## src/rtl/forwarding_hazard_unit_pkg.sv

```systemverilog
// forwarding_hazard_unit_pkg: forward-select codes shared with the EX operand muxes, hazard FSM states
package forwarding_hazard_unit_pkg;
  localparam logic [1:0] FWD_REG = 2'b00;
  localparam logic [1:0] FWD_MEMWB = 2'b01;
  localparam logic [1:0] FWD_EXMEM = 2'b10;
  typedef enum logic [1:0] {RUN, LOAD_STALL, MEM_WAIT} state_e;
endpackage

```

## src/rtl/forwarding_hazard_unit_fwd_select.sv

```systemverilog
// forwarding_hazard_unit_fwd_select: EX operand source for one specifier, ex_mem beats mem_wb, r0 never forwards
module forwarding_hazard_unit_fwd_select
  import forwarding_hazard_unit_pkg::*;
#(
  parameter int REG_ADDR_W = 5
) (
  input  logic [REG_ADDR_W-1:0] src,
  input  logic                  ex_fwd,
  input  logic [REG_ADDR_W-1:0] ex_rd,
  input  logic                  mem_fwd,
  input  logic [REG_ADDR_W-1:0] mem_rd,
  output logic [1:0]            sel
);
  always_comb
    sel = (ex_fwd && ex_rd != '0 && ex_rd == src) ? FWD_EXMEM :
          (mem_fwd && mem_rd != '0 && mem_rd == src) ? FWD_MEMWB : FWD_REG;
endmodule

```

## src/rtl/forwarding_hazard_unit.sv

```systemverilog
// forwarding_hazard_unit: tracks in-flight writers, registers EX forward selects, drives stall/flush controls
module forwarding_hazard_unit
  import forwarding_hazard_unit_pkg::*;
#(
  parameter int REG_ADDR_W = 5,
  parameter int STALL_CNT_W = 16
) (
  input  logic                   clk,
  input  logic                   reset,
  input  logic                   id_valid,
  input  logic [REG_ADDR_W-1:0]  id_rs,
  input  logic [REG_ADDR_W-1:0]  id_rt,
  input  logic [REG_ADDR_W-1:0]  id_rd,
  input  logic                   id_reg_write,
  input  logic                   id_mem_read,
  input  logic                   id_mem_access,
  input  logic                   branch_taken,
  input  logic                   dmem_ready,
  output logic [1:0]             Forward_A,
  output logic [1:0]             Forward_B,
  output logic                   pc_write,
  output logic                   if_id_write,
  output logic                   id_ex_flush,
  output logic                   if_id_flush,
  output logic [STALL_CNT_W-1:0] stall_count
);
  state_e state, state_n;
  logic ex_valid, ex_reg_write, ex_mem_read, ex_mem_access;
  logic [REG_ADDR_W-1:0] ex_rd, mem_rd;
  logic mem_valid, mem_reg_write, mem_mem_access;
  logic freeze, hazard, flush, load_use, issue;
  logic [1:0] fwd_a, fwd_b;
  forwarding_hazard_unit_fwd_select #(.REG_ADDR_W(REG_ADDR_W)) u_sel_a (
    .src(id_rs), .ex_fwd(ex_valid && ex_reg_write), .ex_rd(ex_rd),
    .mem_fwd(mem_valid && mem_reg_write), .mem_rd(mem_rd), .sel(fwd_a)
  );
  forwarding_hazard_unit_fwd_select #(.REG_ADDR_W(REG_ADDR_W)) u_sel_b (
    .src(id_rt), .ex_fwd(ex_valid && ex_reg_write), .ex_rd(ex_rd),
    .mem_fwd(mem_valid && mem_reg_write), .mem_rd(mem_rd), .sel(fwd_b)
  );
  always_comb begin
    freeze = reset && mem_valid && mem_mem_access && !dmem_ready;
    hazard = id_valid && ex_valid && ex_mem_read && ex_rd != '0 && (ex_rd == id_rs || ex_rd == id_rt);
    flush = reset && !freeze && branch_taken;
    load_use = reset && !freeze && !branch_taken && state != LOAD_STALL && hazard;
    issue = id_valid && !flush && !load_use;
    pc_write = !(freeze || load_use);
    if_id_write = pc_write;
    id_ex_flush = flush || load_use;
    if_id_flush = flush;
    state_n = freeze ? MEM_WAIT : load_use ? LOAD_STALL : RUN;
  end
  always_ff @(posedge clk) begin
    if (!reset) begin
      state <= RUN;
      ex_valid <= 1'b0;
      ex_rd <= '0;
      ex_reg_write <= 1'b0;
      ex_mem_read <= 1'b0;
      ex_mem_access <= 1'b0;
      mem_valid <= 1'b0;
      mem_rd <= '0;
      mem_reg_write <= 1'b0;
      mem_mem_access <= 1'b0;
      Forward_A <= FWD_REG;
      Forward_B <= FWD_REG;
      stall_count <= '0;
    end else begin
      state <= state_n;
      if (!pc_write && stall_count != '1) stall_count <= stall_count + STALL_CNT_W'(1);
      if (!freeze) begin
        mem_valid <= ex_valid;
        mem_rd <= ex_rd;
        mem_reg_write <= ex_reg_write;
        mem_mem_access <= ex_mem_access;
        ex_valid <= issue;
        ex_rd <= issue ? id_rd : '0;
        ex_reg_write <= issue && id_reg_write;
        ex_mem_read <= issue && id_mem_read;
        ex_mem_access <= issue && id_mem_access;
        Forward_A <= issue ? fwd_a : FWD_REG;
        Forward_B <= issue ? fwd_b : FWD_REG;
      end
    end
  end
endmodule

```

## config.mk

```make
export PLATFORM = sky130hd
export DESIGN_NAME = forwarding_hazard_unit
export DESIGN_NICKNAME = d
export VERILOG_FILES = /design/src/rtl/forwarding_hazard_unit_pkg.sv /design/src/rtl/forwarding_hazard_unit_fwd_select.sv /design/src/rtl/forwarding_hazard_unit.sv
export SDC_FILE = /design/constraint.sdc
export NUM_CORES = 1
export LEC_CHECK = 0
export ABC_AREA = 0
export CAP_MARGIN = 20
export CORE_UTILIZATION = 48
export DETAILED_ROUTE_END_ITERATION = 7
export PLACE_DENSITY_LB_ADDON = 0.25
export SYNTH_ARGS = -nofsm -noshare
export SYNTH_HDL_FRONTEND = slang
export SYNTH_SLANG_ARGS = --single-unit
```

## constraint.sdc

```tcl
create_clock -name clk -period 3.6 [get_ports clk]
set_input_delay 0.9 -clock clk [delete_from_list [all_inputs] [get_ports clk]]
set_output_delay 0.9 -clock clk [all_outputs]
set_load 0.02 [all_outputs]
```

==> metrics.csv, run 1 <==
metric;value;unit
Peak Freq;291;MHz
top post-synthesis cells by area;dfxtp_1 (43%), a22o_1 (5.8%), xor2_1 (5.8%), xnor2_1 (5.3%), nand2_1 (4.3%);
DR vias/cell;5.25;
minimum clock period;3440;ps
vias in the first global route;1548;
Antenna Diode Count;0;
share of cells above drive strength 1;0.140;
root buffer cell;clkbuf_8;
WP data required;2700;ps
Detailed Route WL;4350;um
WP data arrival;2540;ps
fillers;287;
Least-Margin Pin Slew;923;ps
P_leak;1.04;nW
peak fanout along the critical path;2;
final-report hold violation count;0;
pre-CTS WS;-295;ps
Worst R2R Path Depth;7;
VDD IR max;234;uV
TritonCTS buffer count;5;
R2R Setup Slk;970;ps
P&R area growth vs syn;40.9;%
core area;0.00366;mm2
sequential area share after synthesis;0.428;
drt wl/cell;13.9;um
cell type with the largest total area after synthesis;dfxtp_1;
Finish-stage setup viols;0;
Worst slew margin;0.382;
DIE HEIGHT;63.7;um
effective utilization at floorplan;0.499;
library cells used by synthesis;36;
Synth Cell Area;0.00183;mm2
CTS Buffer Depth;2;
clk sinks;39;
RR Endpoint;ex_mem_access;
Die ar.;0.00405;mm2
status;finished, final reports clean;
CP top delay family;buffers and inverters;
CP max-delay cell;clkdlybuf4s50_1;
critical path class;input port to output pin;
max incr delay on CP;450;ps
Synthesized Nets;222;
Primary FF master, synth;dfxtp_1;
clock transition at the registers of the reported paths;70;ps
worst hold path class;flop to flop;
IO Pins;47;
worst-path cell chain;clkdlybuf4s50_1 > xor2_1 > nor3_2 > nand3_2 > a2111oi_4 > buf_4 > nor2_1 > buf_4;
Post-Syn Instances;198;
PortBufs;46;
Final Cycle Share;0.955;
GRT Util Overall;0.229;
unrepaired setup endpoints after global routing;no;
row cnt;22;
Die Wd;63.7;um
Placer Congestion;0.913;
Worst Setup End Kind;output pin;
GR Overflow Total;0;
antenna violations before repair;0;
via count;1644;
most used cell, CP;buf_4;
Yosys reg bits;39;
Synth warnings;0;
initial detailed-routing violation count;56;
hold_sp;ex_mem_access;
final worst slack;162;ps
Buf/Inv on CP;3;
Worst Hold Path Cells;1;
stages on the worst setup path;8;
ANT nets after route;0;
Avg Synthesized Cell Area;9.22;um2
Skew-Pair Late Insertion Delay;290;ps
ys async rst share;0;
final instance area;0.00257;mm2
Final Net Count;288;
H-tree Lvls;2;
Final Non-Filler Cells;313;
EDFF count, synth;0;
DRC;0;
DP HPWL;3060;um
DRT Pass-1 Iters;4;
CP Launch Type;input port;
Final Max Slew Viols;0;
skew final;3.04;ps
placed inst area;0.00246;mm2
cell area power density;330;mW/mm2
Inst Count DP;303;
Worst Hold End;mem_mem_access;
first-pass GRT wire length;7020;um
max-cap violation count;0;
Critical R2R Launch;ex_rd[2];
Yosys top cell area share;0.428;
pin count of the biggest net entering global routing;33;
CTS tree;done;
==> kinds of logic after synthesis <==
family,synth area share
AOI/OAI and AO/OA,0.201
xor gates and xnor gates,0.110
adders and majority gates,0.00685
buffers and inverters,0.0281
DFF,0.428
muxes,0.0219
and+or+nand+nor,0.204
==> synth_stat cells, types with 4 or more instances <==
master    number
nand2_1       21
xnor2_1       11
nor3_1         4
or4_1          4
mux2i_1        4
o211ai_1       4
o21ai_1        9
a21oi_1        5
nand3_1       10
o31ai_1        5
xor2_1        12
o21a_1         4
nand2b_1       5
inv_1          4
nand4_1        4
dfxtp_1       39
clkbuf_1       5
nor2_1        11
a22o_1        12
==> registers in the layout (all words and copies together), names as in the netlist <==
signal          cells
Forward_B           2
ex_mem_access       1
ex_valid            1
ex_reg_write        1
mem_rd              5
mem_mem_access      1
Forward_A           2
mem_valid           1
ex_rd               5
stall_count        16
mem_reg_write       1
state               2
ex_mem_read         1
==> metal layers <==
layer	vias to the layer above	wire (um)	global-route usage
met5	-	0	0
met4	0	93	0.111
met3	8	157	0.0562
met2	32	2170	0.394
met1	754	1930	0.261
li1	850	-	-
==> worst reg2reg max path, stage by stage, from the launching register on <==
cell       delay, ps
dfxtp_1          390
or4_1            520
o21ai_1          250
a2111oi_4         90
or2_1            270
buf_4            140
nor2_1           690
a22o_1           240
==> layout make-up <==
cell class / instances / area [um2] / area share
tap: 48 / 60.1 / 0.0234
sequential: 39 / 781 / 0.304
multi-input combinational: 147 / 1000 / 0.389
clock buffer: 8 / 100 / 0.0389
inverter: 4 / 15.0 / 0.00584
timing repair buffer: 67 / 616 / 0.239
==> where the power goes <==
| part | switching (mW) | leakage (nW) | internal [mW] |
|---|---|---|---|
| Combinational | 0.0326 | 0.672 | 0.0493 |
| Clock | 0.146 | 0.0515 | 0.175 |
| Sequential | 0.00764 | 0.316 | 0.437 |
==> worst max path at each step <==
| stage | start | end | slack (ps) |
|---|---|---|---|
| 3_5_place_dp | id_rs[2] | if_id_write | -290 |
| 5_1_grt | id_rs[1] | if_id_write | 70 |
| 4_1_cts | id_rs[2] | if_id_write | 10 |
| 2_1_floorplan | reset | pc_write | 320 |
| 3_3_place_gp | id_rs[2] | pc_write | -290 |
| 6_report | id_rs[2] | if_id_write | 160 |
==> cell usage in the layout (no fill, tap or decap), drive strengths merged, types with 5 or more instances in the layout <==
master,count
clkdlybuf4s50,40
dfxtp,39
buf,24
nand2,21
xor2,12
a22o,12
nor2,11
xnor2,11
nand3,11
o21ai,10
clkbuf,8
nor3,6
nand2b,5
o31ai,5
a21oi,5
==> per-stage QoR <==
step	TNS, ps	util	total power [mW]	hold slack (ps)
2_1_floorplan	0	-	0.486	426
3_3_place_gp	-858	0.672	0.537	438
3_5_place_dp	-871	0.672	0.538	441
4_1_cts	0	0.702	0.855	473
5_1_grt	0	0.702	0.885	494
6_report	0	0.702	0.848	470
==> timing repair <==
action / in CTS / in global routing
hold buffers: 0 / 0
buffers inserted: 1 / 1
gates resized for setup: 9 / 8
setup endpoints to repair: 3 / 3
pin swaps: 0 / 4
Power figures use the tool's default switching activity.
==> run 2: changes to the inputs <==
Settings changed: CAP_MARGIN 20 to unset, CORE_UTILIZATION 48 to 44.
==> metrics.csv, run 2 (synthesis gave the netlist of run 1 again) <==
metric;value;unit;change
final-report hold violation count;0;;unchanged
Final Max Slew Viols;0;;unchanged
final instance area;0.00253;mm2;-1.6%
Antenna Diode Count;0;;unchanged
DRT Pass-1 Iters;4;;unchanged
setup tns final;0;ps;unchanged
skew final;8.91;ps;+5.87 ps
Layout Utilization;0.633;;-0.0695
via count;1653;;+0.55%
CTS Buffer Depth;2;;unchanged
commonest non-fill, non-tap cell in the layout;clkdlybuf4s50_1;;
worst hold path class;flop to flop;;
DIE HEIGHT;66.4;um;+4.3%
TritonCTS buffer count;5;;unchanged
VDD IR max;236;uV;+0.95%
Final Cycle Share;0.971;;+0.0164
Die Wd;66.4;um;+4.3%
minimum clock period;3500;ps;+59.1 ps
max incr delay on CP;450;ps;about the same
cell area power density;334;mW/mm2;+1.3%
DRC;0;;unchanged
Critical Path Start;id_rs[2];;
max reg flops;16;;unchanged
DR vias/cell;5.32;;+1.2%
peak fanout along the critical path;3;;+1
CP Launch Type;input port;;
GRT Util Overall;0.203;;-0.0252
IO Pins;47;;unchanged
P_leak;0.990;nW;-4.7%
Detailed Route WL;4200;um;-3.3%
antenna violations before repair;0;;unchanged
hold_sp;mem_reg_write;;
Buf/Inv on CP;2;;-1
Post-CTS Hold Buffers;0;;unchanged
unrepaired setup endpoints after global routing;no;;
Final Net Count;284;;-1.4%
GR Overflow Total;0;;unchanged
Die ar.;0.00441;mm2;+8.8%
Placer Congestion;0.880;;-3.6%
Least-Margin Pin Slew;892;ps;-30.8 ps
vias in the first global route;1495;;-3.4%
max-cap violation count;0;;unchanged
H-tree Lvls;2;;unchanged
Skew-Pair Late Insertion Delay;290;ps;about the same
status;finished, final reports clean;;
largest register by flop count;stall_count;;
biggest regs;stall_count (16), ex_rd (5), mem_rd (5);;
root buffer cell;clkbuf_8;;
clock transition at the registers of the reported paths;70;ps;about the same
final worst slack;103;ps;-59.1 ps
P&R area growth vs syn;38.7;%;
drt wl/cell;13.5;um;-2.7%
CTS tree;done;;
WP data required;2700;ps;about the same
first-pass GRT wire length;6760;um;-3.8%
hold_ws;453;ps;-17.1 ps
most frequent cells in the layout;clkdlybuf4s50_1 (43), dfxtp_1 (39), nand2_1 (21);;
worst-path cell chain;clkdlybuf4s50_1 > xor2_1 > nor3_2 > nand3_2 > a2111oi_4 > or2_1 > buf_2;;
initial detailed-routing violation count;68;;+21%
placed inst area;0.00245;mm2;-0.51%
critical path class;input port to output pin;;
ANT nets after route;0;;unchanged
effective utilization at floorplan;0.456;;-0.0423
pin count of the biggest net entering global routing;33;;unchanged
CP top delay family;buffers and inverters;;
pre-CTS WS;-322;ps;-27.1 ps
PortBufs;46;;unchanged
share of cells above drive strength 1;0.126;;-0.0132
core area;0.00400;mm2;+9.3%
Finish-stage setup viols;0;;unchanged
Worst Setup End Kind;output pin;;
WP data arrival;2600;ps;+60 ps
row cnt;23;;+4.5%
Peak Freq;286;MHz;-1.7%
Critical R2R Launch;ex_rd[2];;
CP max-delay cell;clkdlybuf4s50_1;;
Worst slew margin;0.403;;+0.0206
DP HPWL;2980;um;-2.6%
clk sinks;39;;unchanged
-- run 2: final cells by class --
| cell class | count | area (um2) |
|---|---|---|
| Inverter | 4 | 15.0 |
| Fill cell | 339 | 1470 |
| Tap cell | 50 | 62.6 |
| Clock buffer | 8 | 100 |
| Sequential cell | 39 | 781 |
| Multi-Input combinational cell | 147 | 1000 |
| Timing Repair Buffer | 63 | 573 |
-- run 2: final timing paths --
check / to / slack (ps) / cells past startpoint
max: id_ex_flush / 100 / 7
min: mem_reg_write / 450 / 2
max reg2reg: ex_mem_read / 1120 / 6
min reg2reg: mem_reg_write / 450 / 2
-- run 2: worst register-to-register path: stages (launching register included) --
cell and delay [ps]:
dfxtp_1 390, or4_1 520, o21ai_1 250, a2111oi_4 100, or2_1 240, nor2_1 680, a22o_1 240
-- run 2: metrics by stage --
step	power [mW]	std cells
floorplan	0.486	198
global placement	0.536	303
detailed placement	0.536	303
CTS	0.852	311
global route	0.881	311
finish	0.845	311
-- run 2: report_power, final --
part	switching (mW)	leakage, nW	total [mW]	internal, mW
logic	0.0325	0.623	0.0810	0.0485
clock network	0.145	0.0515	0.319	0.175
registers	0.00763	0.316	0.445	0.437
-- run 2: per-layer routing --
metal,global-route usage,vias up,share of wire
met3,0.0483,7,0.037
li1,-,835,-
met4,0.0638,0,0.011
met2,0.347,32,0.47
met5,0,-,0
met1,0.250,779,0.48
-- run 2: repair_timing --
item | 4_1_cts | 5_1_grt
pin swaps | 0 | 0
setup buffers | 0 | 0
gates resized for setup | 5 | 5
endpoints found under the setup margin | 3 | 3
==> run 3: changes to the inputs <==
Clock period 3.6 ns to 4.23 ns, I/O delays scaled along.
==> metrics.csv, run 3 (synthesis gave the netlist of run 1 again) <==
metric;value;unit;change
P_leak;0.940;nW;-5.1%
CTS Buffer Depth;2;;unchanged
commonest non-fill, non-tap cell in the layout;clkdlybuf4s50_1;;
biggest regs;stall_count (16), ex_rd (5), mem_rd (5);;
Worst Hold End;mem_reg_write;;
pre-CTS WS;-27.5;ps;+295 ps
max-cap violation count;0;;unchanged
DR vias/cell;5.29;;-0.55%
peak fanout along the critical path;3;;unchanged
Final Max Slew Viols;0;;unchanged
share of cells above drive strength 1;0.0797;;-0.0468
setup tns final;0;ps;unchanged
final worst slack;270;ps;+166 ps
DIE HEIGHT;66.4;um;unchanged
Die ar.;0.00441;mm2;unchanged
minimum clock period;3960;ps;
critical path class;input port to output pin;;
Worst Hold Path Cells;2;;unchanged
Placer Congestion;0.869;;-1.3%
initial detailed-routing violation count;55;;-19%
unrepaired setup endpoints after global routing;no;;
Final Cycle Share;0.936;;
max reg flops;16;;unchanged
Worst R2R Path Depth;7;;+1
first-pass GRT wire length;6640;um;-1.6%
GR Overflow Total;0;;unchanged
Peak Freq;253;MHz;
VDD IR max;195;uV;-17%
WP data required;3170;ps;+470 ps
buffers inserted by post-CTS timing repair;0;;unchanged
Critical Path Start;id_rt[1];;
Final Power;669;uW;-21%
R2R Setup Slk;1630;ps;+510 ps
Skew-Pair Late Insertion Delay;280;ps;about the same
TritonCTS buffer count;5;;unchanged
hold_sp;mem_reg_write;;
status;finished, final reports clean;;
DRT Pass-1 Iters;4;;unchanged
register area;781;um2;unchanged
area of the multi-input gates;1000;um2;unchanged
drt wl/cell;13.6;um;+0.47%
fillers;343;;+1.2%
cell area power density;272;mW/mm2;-19%
skew final;4.53;ps;-4.38 ps
RR Endpoint;ex_mem_read;;
IO Pins;47;;unchanged
final-report hold violation count;0;;unchanged
largest register by flop count;stall_count;;
Final Net Count;276;;-2.8%
core area;0.00400;mm2;unchanged
vias in the first global route;1447;;-3.2%
H-tree Lvls;2;;unchanged
Die Wd;66.4;um;unchanged
Worst Setup End Kind;output pin;;
row cnt;23;;unchanged
via count;1591;;-3.8%
Detailed Route WL;4090;um;-2.8%
Least-Margin Pin Slew;902;ps;+9.66 ps
effective utilization at floorplan;0.456;;unchanged
hold_ws;454;ps;+1.22 ps
worst hold path class;flop to flop;;
GRT Util Overall;0.203;;-0.000798
clock transition at the registers of the reported paths;70;ps;about the same
Critical R2R Launch;ex_rd[1];;
DP HPWL;2930;um;-1.7%
most frequent cells in the layout;clkdlybuf4s50_1 (43), dfxtp_1 (39), nand2_1 (21);;
P&R area growth vs syn;34.9;%;
PortBufs;46;;unchanged
pin count of the biggest net entering global routing;33;;unchanged
Finish-stage setup viols;0;;unchanged
DRC;0;;unchanged
ANT nets after route;0;;unchanged
Worst slew margin;0.397;;-0.00646
root buffer cell;clkbuf_8;;
CTS tree;done;;
Post-CTS Hold Buffers;0;;unchanged
clk sinks;39;;unchanged
WP data arrival;2900;ps;+300 ps
CP Launch Type;input port;;
antenna violations before repair;0;;unchanged
Antenna Diode Count;0;;unchanged
[run 3: changes by cell type in the layout (fill, tap and decap cells not counted), sizes merged]
cell | before | now
dlygate4sd2 | 0 | 1
buf | 18 | 9
clkbuf | 10 | 6
dlymetal6s2s | 0 | 2
[run 3: metrics by stage]
stage	instance area (um2)	utilization	instances
2_1_floorplan	1830	-	198
3_3_place_gp	2390	0.596	295
3_5_place_dp	2390	0.596	295
4_1_cts	2460	0.614	301
5_1_grt	2460	0.616	301
6_report	2460	0.616	301
[run 3: final cells by class]
cell class                      instances  share of cell area
Timing Repair Buffer                   55               0.216
Tap cell                               50              0.0254
Inverter                                4             0.00610
Sequential cell                        39               0.317
Clock buffer                            6              0.0295
Multi-Input combinational cell        147               0.406
[run 3: critical path, cell delays in order]
cell	delay, ps
clkdlybuf4s50_1	440
xor2_1	160
nor3_1	200
nand3_1	170
a2111oi_4	380
or2_1	160
dlygate4sd2_1	330
[run 3: timing repair]
action                                  in CTS  in global routing
resized for setup                            1                  2
cloned                                       0                  0
endpoints found under the hold margin        0                  0
endpoints found under the setup margin       1                  2
[run 3: report_power, final]
part | internal [mW] | total (mW) | switching, mW
logic | 0.0373 | 0.0637 | 0.0263
registers | 0.372 | 0.379 | 0.00650
clock network | 0.110 | 0.226 | 0.117
total | 0.520 | 0.669 | 0.149
[run 3: how the worst max path moves through the flow]
stage | cells past startpoint | to | slack, ps
2_1_floorplan | 6 | pc_write | 630
6_report | 7 | id_ex_flush | 270
3_3_place_gp | 7 | id_ex_flush | 10
5_1_grt | 7 | id_ex_flush | 160
4_1_cts | 7 | if_id_write | 80
3_5_place_dp | 7 | id_ex_flush | -30
[run 3: layer usage]
layer | part of all wire | up-vias | GRT usage
met5 | 0 | - | 0
met3 | 0.047 | 0 | 0.0586
met2 | 0.47 | 43 | 0.339
met1 | 0.48 | 730 | 0.254
met4 | 0 | 0 | 0.0479
li1 | - | 818 | -
